`src/rtl/alu_ctrl_idex.sv`:
```
// ID/EX stage: decodes the MIPS opcode/funct into an ALU operation, selects and
// extends operand B, and registers the result into EX under stall/flush control.
module alu_ctrl_idex #(
  parameter int size  = 32,
  parameter int CNT_W = 8
) (
  input  logic             clk,
  input  logic             Reset,
  input  logic             valid_ID,
  input  logic [31:0]      instr_ID,
  input  logic [size-1:0]  rs_data_ID,
  input  logic [size-1:0]  rt_data_ID,
  input  logic             stall,
  input  logic             flush,
  output logic             valid_EX,
  output logic [3:0]       AluOp_EX,
  output logic [size-1:0]  ALU_A,
  output logic [size-1:0]  ALU_B,
  output logic [4:0]       WriteReg_EX,
  output logic             RegWrite_EX,
  output logic             illegal_EX,
  output logic [CNT_W-1:0] illegal_cnt
);

  localparam logic [3:0] OP_ADD  = 4'b0000;
  localparam logic [3:0] OP_SUB  = 4'b0001;
  localparam logic [3:0] OP_AND  = 4'b0010;
  localparam logic [3:0] OP_OR   = 4'b0011;
  localparam logic [3:0] OP_NOR  = 4'b0100;
  localparam logic [3:0] OP_XOR  = 4'b0101;
  localparam logic [3:0] OP_SLT  = 4'b0110;
  localparam logic [3:0] OP_SGT  = 4'b0111;
  localparam logic [3:0] OP_NAND = 4'b1101;
  localparam logic [3:0] OP_XNOR = 4'b1110;
  localparam logic [3:0] OP_NOP  = 4'b1111;

  // valid_ID qualifies the ID inputs in the cycle they are sampled; valid_EX
  // marks a real instruction in EX. There is no ready: the hazard unit stalls.
  logic [5:0]      opcode;
  logic [5:0]      funct;
  logic [4:0]      rt;
  logic [4:0]      rd;
  logic [15:0]     imm;
  logic [size-1:0] imm_sx;
  logic [size-1:0] imm_zx;

  assign opcode = instr_ID[31:26];
  assign rt     = instr_ID[20:16];
  assign rd     = instr_ID[15:11];
  assign funct  = instr_ID[5:0];
  assign imm    = instr_ID[15:0];
  assign imm_sx = {{(size-16){imm[15]}}, imm};
  assign imm_zx = {{(size-16){1'b0}}, imm};

  logic [3:0]      dec_op;
  logic [size-1:0] dec_a;
  logic [size-1:0] dec_b;
  logic [4:0]      dec_wr;
  logic            dec_rw;
  logic            dec_ill;

  always_comb begin
    dec_op  = OP_NOP;
    dec_a   = '0;
    dec_b   = '0;
    dec_wr  = 5'd0;
    dec_rw  = 1'b0;
    dec_ill = 1'b1;
    case (opcode)
      6'b000000: begin
        if (instr_ID == 32'd0) begin
          dec_ill = 1'b0;
        end else begin
          dec_ill = 1'b0;
          dec_a   = rs_data_ID;
          dec_b   = rt_data_ID;
          dec_wr  = rd;
          dec_rw  = 1'b1;
          case (funct)
            6'b100000, 6'b100001: dec_op = OP_ADD;
            6'b100010, 6'b100011: dec_op = OP_SUB;
            6'b100100:            dec_op = OP_AND;
            6'b100101:            dec_op = OP_OR;
            6'b100110:            dec_op = OP_XOR;
            6'b100111:            dec_op = OP_NOR;
            6'b101010:            dec_op = OP_SLT;
            6'b101100:            dec_op = OP_SGT;
            6'b101101:            dec_op = OP_NAND;
            6'b101110:            dec_op = OP_XNOR;
            default: begin
              dec_ill = 1'b1;
              dec_a   = '0;
              dec_b   = '0;
              dec_wr  = 5'd0;
              dec_rw  = 1'b0;
            end
          endcase
        end
      end
      6'b001000, 6'b001010, 6'b100011: begin
        dec_op  = (opcode == 6'b001010) ? OP_SLT : OP_ADD;
        dec_a   = rs_data_ID;
        dec_b   = imm_sx;
        dec_wr  = rt;
        dec_rw  = 1'b1;
        dec_ill = 1'b0;
      end
      6'b001100, 6'b001101, 6'b001110: begin
        dec_op  = (opcode == 6'b001100) ? OP_AND :
                  (opcode == 6'b001101) ? OP_OR  : OP_XOR;
        dec_a   = rs_data_ID;
        dec_b   = imm_zx;
        dec_wr  = rt;
        dec_rw  = 1'b1;
        dec_ill = 1'b0;
      end
      6'b101011: begin
        dec_op  = OP_ADD;
        dec_a   = rs_data_ID;
        dec_b   = imm_sx;
        dec_ill = 1'b0;
      end
      6'b000100, 6'b000101: begin
        dec_op  = OP_SUB;
        dec_a   = rs_data_ID;
        dec_b   = rt_data_ID;
        dec_ill = 1'b0;
      end
      default: ;
    endcase
  end

  // Flush beats stall; a held stall freezes both the EX register and the counter.
  always_ff @(posedge clk) begin
    if (Reset) begin
      valid_EX    <= 1'b0;
      AluOp_EX    <= OP_NOP;
      ALU_A       <= '0;
      ALU_B       <= '0;
      WriteReg_EX <= 5'd0;
      RegWrite_EX <= 1'b0;
      illegal_EX  <= 1'b0;
      illegal_cnt <= '0;
    end else if (flush || (!stall && !valid_ID)) begin
      valid_EX    <= 1'b0;
      AluOp_EX    <= OP_NOP;
      ALU_A       <= '0;
      ALU_B       <= '0;
      WriteReg_EX <= 5'd0;
      RegWrite_EX <= 1'b0;
      illegal_EX  <= 1'b0;
    end else if (!stall) begin
      valid_EX    <= 1'b1;
      AluOp_EX    <= dec_op;
      ALU_A       <= dec_a;
      ALU_B       <= dec_b;
      WriteReg_EX <= dec_wr;
      RegWrite_EX <= dec_rw;
      illegal_EX  <= dec_ill;
      if (dec_ill && (illegal_cnt != {CNT_W{1'b1}}))
        illegal_cnt <= illegal_cnt + CNT_W'(1);
    end
  end

endmodule

```
`config.mk`:
```
export PLATFORM = sky130hd
export DESIGN_NAME = alu_ctrl_idex
export DESIGN_NICKNAME = d
export VERILOG_FILES = /design/src/rtl/alu_ctrl_idex.sv
export SDC_FILE = /design/constraint.sdc
export NUM_CORES = 1
export LEC_CHECK = 0
export CAP_MARGIN = 25
export CORE_AREA = 2 2 103 105
export CTS_BUF_LIST = sky130_fd_sc_hd__clkbuf_8
export DETAILED_ROUTE_END_ITERATION = 16
export DIE_AREA = 0 0 105 107
export PLACE_DENSITY = 0.8
export SLEW_MARGIN = 20
export SYNTH_ARGS = -nofsm -noshare
export SYNTH_HDL_FRONTEND = slang
export SYNTH_SLANG_ARGS = --single-unit
```
`constraint.sdc`:
```
create_clock -name clk -period 2.3 [get_ports clk]
set_input_delay 0.69 -clock clk [delete_from_list [all_inputs] [get_ports clk]]
set_output_delay 0.69 -clock clk [all_outputs]
set_load 0.1 [all_outputs]
```
Word level (Yosys, flattened, before mapping)
Index checks and enable logic that the tools add are counted.
W data, S select, Z words.
{"block": "op_classes", "add_sub_neg": 1, "n_eq_ne": 22, "n_mux": 21, "bitwise": 2, "n_reduce_logical": 18}
{"cell": "$mux W32", "n": 4}
{"cell": "$pmux W32 S4", "n": 1}
{"cell": "$eq A6 B6 Y1 const B", "n": 14}
{"cell": "$pmux W32 S2", "n": 1}
{"cell": "$pmux W4 S10", "n": 1}
{"cell": "$logic_not A32 Y1", "n": 1}
{"cell": "$eq A6 B4 Y1 const B", "n": 5}
{"cell": "$pmux W4 S5", "n": 1}
{"cell": "$eq A6 B3 Y1 const B", "n": 2}
{"cell": "$reduce_or A12 Y1", "n": 1}
{"cell": "$mux W5", "n": 2}
{"cell": "$pmux W5 S2", "n": 1}
{"cell": "$mux W3", "n": 3}
{"cell": "$reduce_or A9 Y1", "n": 1}
{"cell": "$add A8 B1 Y8 const B", "n": 1}
{"cell": "$ne A8 B8 Y1 const B", "n": 1}
{"cell": "$reduce_or A2 Y1", "n": 4}
{"cell": "$logic_not A6 Y1", "n": 1}
{"cell": "$reduce_or A3 Y1", "n": 2}
{"cell": "$reduce_or A6 Y1", "n": 1}
{"cell": "$mux W1", "n": 4}
{"cell": "$mux W4", "n": 1}
{"cell": "$pmux W1 S2", "n": 2}
{"cell": "$reduce_or A4 Y1", "n": 1}
{"cell": "5 further kinds", "n": 8}
{"block": "word_totals", "ff_bits": 84, "input_bits": 101, "output_inout_bits": 84, "word_cells": 72}

Depth between registers and ports, before layout
Gate-level depths: netlist (run 1).
{"block": "depth", "ltp_word": 7, "mapped_depth": 8, "depth_no_buf": 6}

Worst setup path before layout (run 1)
OpenSTA, ideal clock, no wires.
{"block": "synth_timing", "kind": "register to register", "startpoint": "reg illegal_cnt[3]", "endpoint": "reg illegal_cnt[2]", "setup_time_ns": 0.121, "arrival_ns": 2.141, "required_time_ns": 2.179, "setup_slack_ns": 0.038, "stages_incl_launch_ff": 8, "path_buffers": 1, "synth_period_minus_slack_ns": 2.262, "cell_sequence": "dfxtp_1 -> and2_1 -> and3_1 -> nand4_1 -> nand2_1 -> buf_2 -> nor3b_2 -> mux2_4"}
{"block": "synth_via", "elab_chain_cells": 3}
{"element": "from (decl)", "line": "22", "rtl": "output logic [CNT_W-1:0] illegal_cnt"}
{"element": "from (signal assigned)", "line": "161", "rtl": "illegal_cnt <= illegal_cnt + CNT_W'(1);"}
{"element": "$ne A8 B8 Y1", "line": "160", "rtl": "if (dec_ill && (illegal_cnt != {CNT_W{1'b1}}))"}
{"element": "$logic_and A1 B1 Y1", "line": "160"}
{"element": "$reduce_and A3 Y1 (no source line)"}
No other way between the ends.
A chain may end at the register's enable or synchronous reset.

Worst setup path in the final report (run 1)
{"block": "layout_timing", "startpoint": "in instr_ID[30]", "endpoint": "reg ALU_B[5]"}
{"block": "layout_via", "elab_chain_cells": 3, "elab_cells_between_ends": 16, "classes_between": "eq/ne: 9; mux: 2; reduce/logical: 5"}
{"element": "from (decl)", "line": "10", "rtl": "input logic [31:0] instr_ID,"}
{"element": "$logic_not A32 Y1 (tied with other cells)", "line": "71", "rtl": "if (instr_ID == 32'd0) begin"}
{"element": "$mux W32 (tied with other cells)", "line": "71"}
{"element": "$pmux W32 S4 *", "line": "69", "rtl": "case (opcode)"}
{"element": "to (signal assigned)", "line": "139", "rtl": "ALU_B <= '0;"}
{"element": "to (signal assigned)", "line": "148", "rtl": "ALU_B <= '0;"}
{"element": "to (signal assigned)", "line": "156", "rtl": "ALU_B <= dec_b;"}
{"element": "to (decl)", "line": "18", "rtl": "output logic [size-1:0] ALU_B,"}
Mark *: on every way between the ends. The rest lies on a longest branch, timed or not.

==> results.txt, run 1 <==
The number of cells produced by synthesis is 422. Setup repair after global routing left no endpoint under its margin. CTS saw 84 sinks. The sequential-to-total area share from yosys stat came out at 46.19%. The starting density of the core is 36.08%.

At the end of routability-driven placement, the weighted congestion stood at 0.8745. The average cell area after synthesis came out at 8.628 µm². Counting distinct cell types in the post-synthesis netlist gives 53. The floorplan has 37 rows.

The via count normalized by instance count came out at 5.144. The number of detailed-route iterations in the first pass is 4. The endpoint type of the worst setup path is a register. The worst IR drop on VDD is 0.2664 mV. The peak clock frequency supported by timing came out at 445.8 MHz. Clock skew on the completed layout was measured at 4.651 ps. The die width is 105 µm. The number of antenna violations at the first check in global routing is 0.

The wire length reported by the detailed router is 12,480 µm. The maximum count of clock buffers along a single path came out at 2. The clock tree from TritonCTS is done. The number of design rule violations left after detail routing came out at 0.

The setup-violating endpoint count in the final report is 0. The actual slew at the worst max-slew pin came out at 613.7 ps. The number of antenna diodes in the final layout is 0. The flip-flop and latch count after synthesis is 84. The total half-perimeter wirelength after legalization and detailed placement is 9110 µm.

The total power per unit cell area is 519.9 nW/µm². The maximum fanout count along the critical path came out at 22. The overall via count from detail_route came out at 4,002. The power after layout came out at 3.199 mW. After global routing the overflow that remains totals 0. The time the worst path needs with I/O delays and setup came out at 2243 ps. The number of nets at the end of the flow came out at 739.

The wire length of the first global-routing pass is 19,540 µm. The worst endpoint required time is 2560 ps. The insertion delay of the later-clocked pin in the worst-skew pair is 350 ps. The flow ran to the end, and the final reports show no timing, DRC or antenna violations. The critical path in this run is classified as primary input to register. The number of DRC markers after the initial detailed-route iteration is 234. The type of the tightest min-delay check is register to register.

In this run the number of H-tree levels came out at 3. The number of nets produced by synthesis came out at 524. In this run the vertical extent of the chip is 107 µm. Of all flip-flops after synthesis, the portion carrying an async set or reset was 0%. The total buffers and inverters traversed by the critical path came out at 3. The core region area came out at 10,090 µm². Counting the buffers created by CTS gives 9. STA classifies the critical path startpoint as a primary input. On the worst path, the slowest cell contributes a delay of 510 ps. The quantity of hold-fixing buffers added after cts came out at 0. The reported leakage power came out at 2.464 nW.

The number of hold violations in the final report came out at 0. The main flop type after synthesis is sky130_fd_sc_hd__dfxtp_1. The number of primary I/O pins came out at 185. The count of filler cells inserted in the layout is 834. In this run, synthesis inferred 0 flip-flops with an integrated enable.

The via count of the first global-routing pass came to 3,939. The area growth from synthesis to layout came out at 68.97%. The residual antenna-violating net count after detailed routing is 0. The total global-route track usage came out at 21.76%. The post-synthesis cell area is 3641 µm².

The total number of yosys warnings is 0. The detailed-route wire length per cell is 16.04 µm. The share of cells above drive strength 1 is 29.13%. The slowest stage of the critical path belongs to the cell sky130_fd_sc_hd__or4_1. The worst hold slack across all endpoints came out at 450.8 ps. Across the run, the number of max-cap violations was 0. The count of port buffers added during placement is 184. The clock transition at the registers of the reported paths is 90 ps.

The die covers 11,240 µm². The final count of pins violating max slew was 0. The worst slew margin relative to its limit is 59.09%. The data arrival time at the worst-slack endpoint is 2510 ps. Walking the worst path, the cells encountered are clkdlybuf4s50_1 -> buf_4 -> or4_1 -> nor2_2 -> buf_12 -> a22oi_1 -> o21ai_1. The tree is rooted in a sky130_fd_sc_hd__clkbuf_8. The post-route fraction of the period consumed by the critical path came out at 97.52%.

Entering global routing, the biggest net connects 60 pins. The cell class contributing the biggest share of worst-path delay is buffers and inverters.
worst reg2reg max path, stage by stage (launching register included):
cell and delay (ps):
sky130_fd_sc_hd__dfxtp_1 360, sky130_fd_sc_hd__and2_1 180, sky130_fd_sc_hd__and3_1 200, sky130_fd_sc_hd__nand4_1 90, sky130_fd_sc_hd__nand2_1 150, sky130_fd_sc_hd__buf_4 210, sky130_fd_sc_hd__nor3_2 200, sky130_fd_sc_hd__mux2_4 320
repair_timing:
item	CTS	global route
hold endpoints to repair	0	0
gates resized for setup	18	23
pin swaps	6	10
endpoints found under the setup margin	66	77
setup buffers	2	0
cloned	1	0
worst paths after layout:
check	startpoint	end	slack [ps]	depth (start not counted)
max	instr_ID[30]	ALU_B[5]	60	7
max reg2reg	illegal_cnt[3]	illegal_cnt[3]	490	7
min reg2reg	ALU_B[2]	ALU_B[2]	450	2
min	ALU_B[2]	ALU_B[2]	450	2
routing by layer:
layer	wire, µm	GRT usage [%]
met1	4997	24.92
met5	0	0
met2	6209	39.33
met4	197	6.381
met3	1074	6.201
cells in the mapped netlist, types with 5 or more instances:
cell type | number | area (µm²)
sky130_fd_sc_hd__nand3_1 | 6 | 30.03
sky130_fd_sc_hd__a221oi_1 | 5 | 43.79
sky130_fd_sc_hd__o21ai_0 | 9 | 45.04
sky130_fd_sc_hd__o21ai_1 | 31 | 155.2
sky130_fd_sc_hd__nor2b_1 | 16 | 100.1
sky130_fd_sc_hd__nor4_1 | 7 | 43.79
sky130_fd_sc_hd__nor2_1 | 44 | 165.2
sky130_fd_sc_hd__nor3_2 | 5 | 50.05
sky130_fd_sc_hd__nor3_1 | 8 | 40.04
sky130_fd_sc_hd__nand2_1 | 40 | 150.1
sky130_fd_sc_hd__inv_1 | 5 | 18.77
sky130_fd_sc_hd__dfxtp_1 | 84 | 1682
sky130_fd_sc_hd__a22oi_1 | 48 | 360.4
sky130_fd_sc_hd__buf_2 | 9 | 45.04
sky130_fd_sc_hd__clkbuf_1 | 19 | 71.32
sky130_fd_sc_hd__a21oi_1 | 27 | 135.1
kinds of logic after synthesis:
kind of cell             Yosys count  synth area share [%]
AND/OR/NAND/NOR                  151                 21.10
AO/OA/AOI/OAI                    138                 24.43
flip-flops                        84                 46.19
buffers and inverters             40                 5.223
multiplexers                       6                 2.234
XOR/XNOR                           2                0.4812
adder cells (fa/ha/maj)            1                0.3436
per-stage QoR:
step                      area, µm²  setup slack (ps)  TNS, ps  util (%)  cells
after global placement         5751            -608.3   -29500     56.98    760
final                          6152             57.03        0     60.96    778
after detailed placement       5751            -578.3   -34100     56.98    760
after floorplan                3641             37.81        0         -    422
after global routing           6152            0.6442        0     60.96    778
after CTS                      6075            -6.232   -6.232     60.19    779
cells in the final DEF, fill, tap and decap left out, types with 4 or more instances in the layout:
master / instances
sky130_fd_sc_hd__buf_4: 130
sky130_fd_sc_hd__dfxtp_1: 84
sky130_fd_sc_hd__clkdlybuf4s50_1: 82
sky130_fd_sc_hd__a22oi_1: 48
sky130_fd_sc_hd__nor2_1: 43
sky130_fd_sc_hd__nand2_1: 40
sky130_fd_sc_hd__o21ai_1: 30
sky130_fd_sc_hd__a21oi_1: 27
sky130_fd_sc_hd__nor2b_1: 15
sky130_fd_sc_hd__dlymetal6s2s_1: 10
sky130_fd_sc_hd__o21ai_0: 9
sky130_fd_sc_hd__clkbuf_8: 9
sky130_fd_sc_hd__nor3_1: 8
sky130_fd_sc_hd__dlygate4sd2_1: 7
sky130_fd_sc_hd__buf_12: 7
sky130_fd_sc_hd__inv_1: 6
sky130_fd_sc_hd__mux2_4: 5
sky130_fd_sc_hd__nand3_1: 5
sky130_fd_sc_hd__a221oi_1: 5
sky130_fd_sc_hd__nand4_1: 4
sky130_fd_sc_hd__nor3_2: 4
state kept, by name (all words and copies together), names as in the netlist:
signal       count
AluOp_EX         4
WriteReg_EX      5
illegal_EX       1
illegal_cnt      8
RegWrite_EX      1
valid_EX         1
ALU_A           32
ALU_B           32
report_power, final:
part	switching (mW)	internal [mW]
combinational	0.277	0.273
sequential	0.00684	1.46
clock	0.558	0.620
area by class of cell:
class,count,area (µm²),share of cell area (%)
inverter,5,18.77,0.3051
clock buffer,9,123.9,2.013
timing repair buffer,239,2151,34.96
tap,136,170.2,2.766
clock inverter,7,97.59,1.586
sequential,84,1682,27.33
multi-input combinational,298,1909,31.04
(Power assumes the default switching activity.)
==> inputs of run 2 (changes only) <==
- GPL_ROUTABILITY_DRIVEN: unset -> 0
==> results of run 2 <==
Same layout as run 1: the final DEF is identical, and so are final timing and power.
==> variant 1, RTL diff (flow settings as in run 2) <==
The parameter `size` goes from 32 to 16.
--- a/src/rtl/alu_ctrl_idex.sv
+++ b/src/rtl/alu_ctrl_idex.sv
@@ -1,7 +1,7 @@
 // ID/EX stage: decodes the MIPS opcode/funct into an ALU operation, selects and
 // extends operand B, and registers the result into EX under stall/flush control.
 module alu_ctrl_idex #(
-  parameter int size  = 32,
+  parameter int size  = 16,
   parameter int CNT_W = 8
 ) (
   input  logic             clk,
Ports: changed (resized ALU_A, ALU_B, rs_data_ID and rt_data_ID); port bits go from 185 to 121. The function was not compared with the original's and may differ.
==> variant 1 against run 2 <==
Count of clock-buffer cells in the layout decreased by 3; global-route usage decreased by 6.9 points; wire length decreased by 31%; via count decreased by 31%; design area decreased by 32%; sequential cell count decreased by 32; area after synthesis decreased by 34%; worst setup slack got worse by 0.00096 ns; total power decreased by 43%; worst hold slack got worse by 0.0099 ns; combinational power decreased by 31%.
==> variant 1: results (changes against run 2) <==
[worst_setup_path]
cp-endpoint = WriteReg_EX[4]
crit_fanout = 6  ; -73%
reg2reg_slack_ns = 0.53  ; +0.04 ns
r2r-end = illegal_cnt[4]
crit_arrival_ns = 2.47  ; -0.04 ns
worstSetupStartpoint = instr_ID[27]
r2r_cells = 6  ; -1
reg2reg_from = illegal_cnt[0]

[clocking]
clk_latency_ns = 0.30  ; -0.05 ns
cts_buffers = 5  ; -4
htree_num_levels = 2  ; -1
clk_pin_slew_ns = 0.09  ; about the same
cts_root_buffer = clkbuf_8
cts.path.max_buffers = 2  ; unchanged

[placement]
io_buffers = 120  ; -35%
post_dp_cell_area_um2 = 3960  ; -31%
place_inst = 556  ; -27%
dp_slack_ns = -0.563  ; +0.0148 ns
hpwl_um = 6560  ; -28%

[yosys]
syn_nets = 339  ; -35%
yosysWarnings = 0  ; unchanged
synth-seq-area-share = 0.431  ; -0.0310
synthFlopType = dfxtp_1
async_reset_ff_frac = 0  ; unchanged
synth_common_cells = dfxtp_1 (52), nand2_1 (38), a22o_1 (17)
ys_types = 49  ; -7.5%
synth_area_leaders = dfxtp_1 (43%), a22o_1 (6.2%), nand2_1 (5.9%)
syn_area_per_cell_um2 = 8.98  ; +4.1%

[power_and_ir_drop]
p_leak_nw = 1.82  ; -26%
ir_drop_mv = 0.233  ; -13%

[timing]
skew_ns = 0.000844  ; -0.00381 ns
setup_ws_ns = 0.0561  ; -0.000963 ns
slew_headroom = 0.766  ; +0.175

[finish]
nets = 502  ; -32%
reg.largest.list = ALU_A: 16 flops, ALU_B: 16 flops, illegal_cnt: 8 flops
final_util = 0.417  ; -0.192
fill_cells = 987  ; +18%
drive_gt1_frac = 0.321  ; +0.0297

[grt]
grt_pass1_vias = 2768  ; -30%
grt_pass1_wl_um = 13500  ; -31%
grtUsageTotal = 0.149  ; -0.0688
antenna_found_initial = 3  ; +3
grt_max_degree = 24  ; -60%

[drt]
drt_iter0_markers = 228  ; -2.6%
num_vias = 2743  ; -31%
dr.pass1.iters = 4  ; unchanged
drt-total-wl_um = 8650  ; -31%
routed_via_density = 4.80  ; -6.6%

[worst_hold_path]
hold_path_depth = 2  ; unchanged
hold_path.class = reg -> reg

[status]
status = finished, final reports clean

[variant 1: cell count changes in the layout (fill, tap and decap cells not counted), sizes merged, moves of 7 or more]
cell	run 2	this run
clkdlybuf4s50	82	41
nor2	45	8
buf	140	104
a22oi	49	16
dfxtp	84	52
o21ai	40	12
a22o	0	17
dlygate4sd2	7	21
a21oi	28	15
nor4	7	14
[variant 1: worst min-delay path by stage]
stage / startpoint / to / slack, ns
floorplan: rs_data_ID[15] / ALU_A[15] / 0.82
global placement: ALU_B[14] / ALU_B[14] / 0.43
detailed placement: ALU_B[14] / ALU_B[14] / 0.43
CTS: ALU_B[14] / ALU_B[14] / 0.45
global route: ALU_B[10] / ALU_B[10] / 0.46
finish: ALU_B[14] / ALU_B[14] / 0.44
[variant 1: power by group]
part / internal, mW / switching [mW] / total (mW) / leakage (nW)
combinational: 0.188 / 0.192 / 0.380 / 1.35
clock: 0.241 / 0.297 / 0.537 / 0.0510
sequential: 0.907 / 0.00541 / 0.913 / 0.420
total: 1.34 / 0.494 / 1.83 / 1.82
[variant 1: repair_timing]
action / CTS / global route
buffers inserted: 2 / 1
setup endpoints to repair: 42 / 41
gates cloned: 1 / 1
pin swaps: 19 / 13
gates resized for setup: 37 / 22
[variant 1: worst max-delay path: stages]
cell	delay [ns]
dlygate4sd2_1	0.26
or3_4	0.40
buf_4	0.15
or4_4	0.45
nor2_2	0.12
buf_6	0.13
a221oi_1	0.08
nor3_1	0.19
[variant 1: per-layer routing]
metal | part of all wire | track usage
met5 | 0.0015 | 0
met4 | 0.017 | 0.0495
met2 | 0.50 | 0.263
met3 | 0.074 | 0.0450
met1 | 0.41 | 0.171
[variant 1: cells by family after synthesis]
| group | count (synthesis) | share of synthesized area |
|---|---|---|
| compound gates | 77 | 0.241 |
| xor+xnor | 4 | 0.0145 |
| fa+ha+maj | 2 | 0.00932 |
| buf+inv | 25 | 0.0492 |
| flops | 52 | 0.431 |
| mux | 2 | 0.00829 |
| simple gates | 107 | 0.247 |
[variant 1: layout make-up]
| cell class | instances | share of cell area |
|---|---|---|
| repair buffers | 172 | 0.357 |
| multi-input cells | 192 | 0.324 |
| flip-flops and latches | 52 | 0.247 |
| well taps | 136 | 0.0404 |
| clock buffers | 6 | 0.0196 |
| inverters | 9 | 0.00802 |
| clock inverters | 2 | 0.00238 |
| diodes | 2 | 0.00119 |
==> variant 2, RTL diff (config.mk and constraints of run 2) <==
Without the edit above. Make the reset (`Reset`) asynchronous in one clocked block.
--- a/src/rtl/alu_ctrl_idex.sv
+++ b/src/rtl/alu_ctrl_idex.sv
@@ -131,7 +131,7 @@
   end
 
   // Flush beats stall; a held stall freezes both the EX register and the counter.
-  always_ff @(posedge clk) begin
+  always_ff @(posedge clk or posedge Reset) begin
     if (Reset) begin
       valid_EX    <= 1'b0;
       AluOp_EX    <= OP_NOP;
Function: differs if Reset is asserted again (counterexample within 4 cycles, from zero or initial values and one cycle with Reset high); with Reset held inactive, the same outputs for 4 cycles.
==> variant 2 against run 2 <==
Total power is 10% higher; sequential cell count unchanged; clock power shrank 7%; sequential power increased by 7%; worst setup slack worse by 0.017 ns; non-clock buffer count up 20; cell count shrank 10%; area after synthesis increased by 1.4%; design area increased by 5.1%; synthesized cell count is 27% lower; clock skew decreased by 0.00088 ns; wire length shrank 1.3%; via count decreased by 8.6%; highest routed layer unchanged.
==> variant 2: results (changes against run 2) <==
[drt]
drt_iter0_markers = 235  ; +0.43%
drt-total-wl_um = 12300  ; -1.3%
num_vias = 3658  ; -8.6%
wl_met3_um = 882  ; -18%
wl_met1_um = 4940  ; -1.1%

[finish]
drive_gt1_frac = 0.380  ; +0.0884
final_cells = 697  ; -10%

[grt]
grt_pass1_wl_um = 19900  ; +1.7%
grt_pass1_vias = 3813  ; -3.2%
use_met3 = 0.0547  ; -0.00729
grt_max_degree = 34  ; -43%

[power_and_ir_drop]
pg_comb_mw = 0.849  ; +54%
ir_drop_mv = 0.379  ; +42%
sw_frac_of_total = 0.327  ; +0.0635
p_leak_nw = 3.25  ; +32%
power_mw = 3.52  ; +10%

[worst_setup_path]
crit_arrival_ns = 2.49  ; -0.02 ns

[yosys]
syn_nets = 409  ; -22%
synth_area_leaders = dfrtp_1 (54%), a22o_1 (11%), a21o_1 (3.5%)
synth-seq-area-share = 0.570  ; +0.109
async_reset_ff_frac = 1.00  ; +1.00
ys_types = 49  ; -7.5%

[placement]
post_dp_cell_area_um2 = 5980  ; +4.0%
dp_slack_ns = -0.616  ; -0.0374 ns

[status]
status = finished, final reports clean

[timing]
slew_headroom = 0.657  ; +0.0666

==> variant 2: cell types whose count changed after synthesis, sizes merged, moves of 16 or more <==
cell / run 2 / this run
dfxtp: 84 / 0
a22oi: 49 / 5
a221o: 0 / 16
nor2: 45 / 14
a21oi: 28 / 8
nand2: 41 / 16
o21ai: 40 / 10
dfrtp: 0 / 80
a22o: 0 / 48
==> variant 2: timing repair <==
item	CTS	global route
pin swaps	9	7
gates resized for setup	38	15
setup endpoints to repair	75	50
endpoints found under the hold margin	0	0
setup buffers	10	3
gates cloned	4	0
==> variant 2: path summary, 6_finish.rpt <==
check | from | to | slack [ns] | cells after the start
worst max-delay path | instr_ID[13] | illegal_cnt[0] | 0.04 | 9
max in group asynchronous | Reset | AluOp_EX[1] | 0.97 | 3
worst min register to register | RegWrite_EX | RegWrite_EX | 0.48 | 2
min in group asynchronous | Reset | ALU_B[13] | 0.72 | 2
worst max register to register | illegal_cnt[0] | illegal_cnt[5] | 0.76 | 7
worst min-delay path | RegWrite_EX | RegWrite_EX | 0.48 | 2
==> variant 2: area by class of cell <==
type,count,area [µm²]
Multi-Input combinational cell,199,1550
Sequential cell,84,2110
Clock inverter,7,82.6
Timing Repair Buffer,259,2420
Tap cell,136,170
Clock buffer,9,124
Fill cell,802,3620
Inverter,3,15.0
==> variant 2: cell families (layout without fill, tap and decap cells) <==
kind of cell	after synthesis	count (layout)	synth area share
DFF	84	84	0.570
AOI/OAI and AO/OA	118	118	0.261
and+or+nand+nor	68	68	0.102
adders and majority gates	1	1	0.00339
xor gates and xnor gates	9	9	0.0213
buffers and inverters	24	278	0.0332
muxes	3	3	0.00881
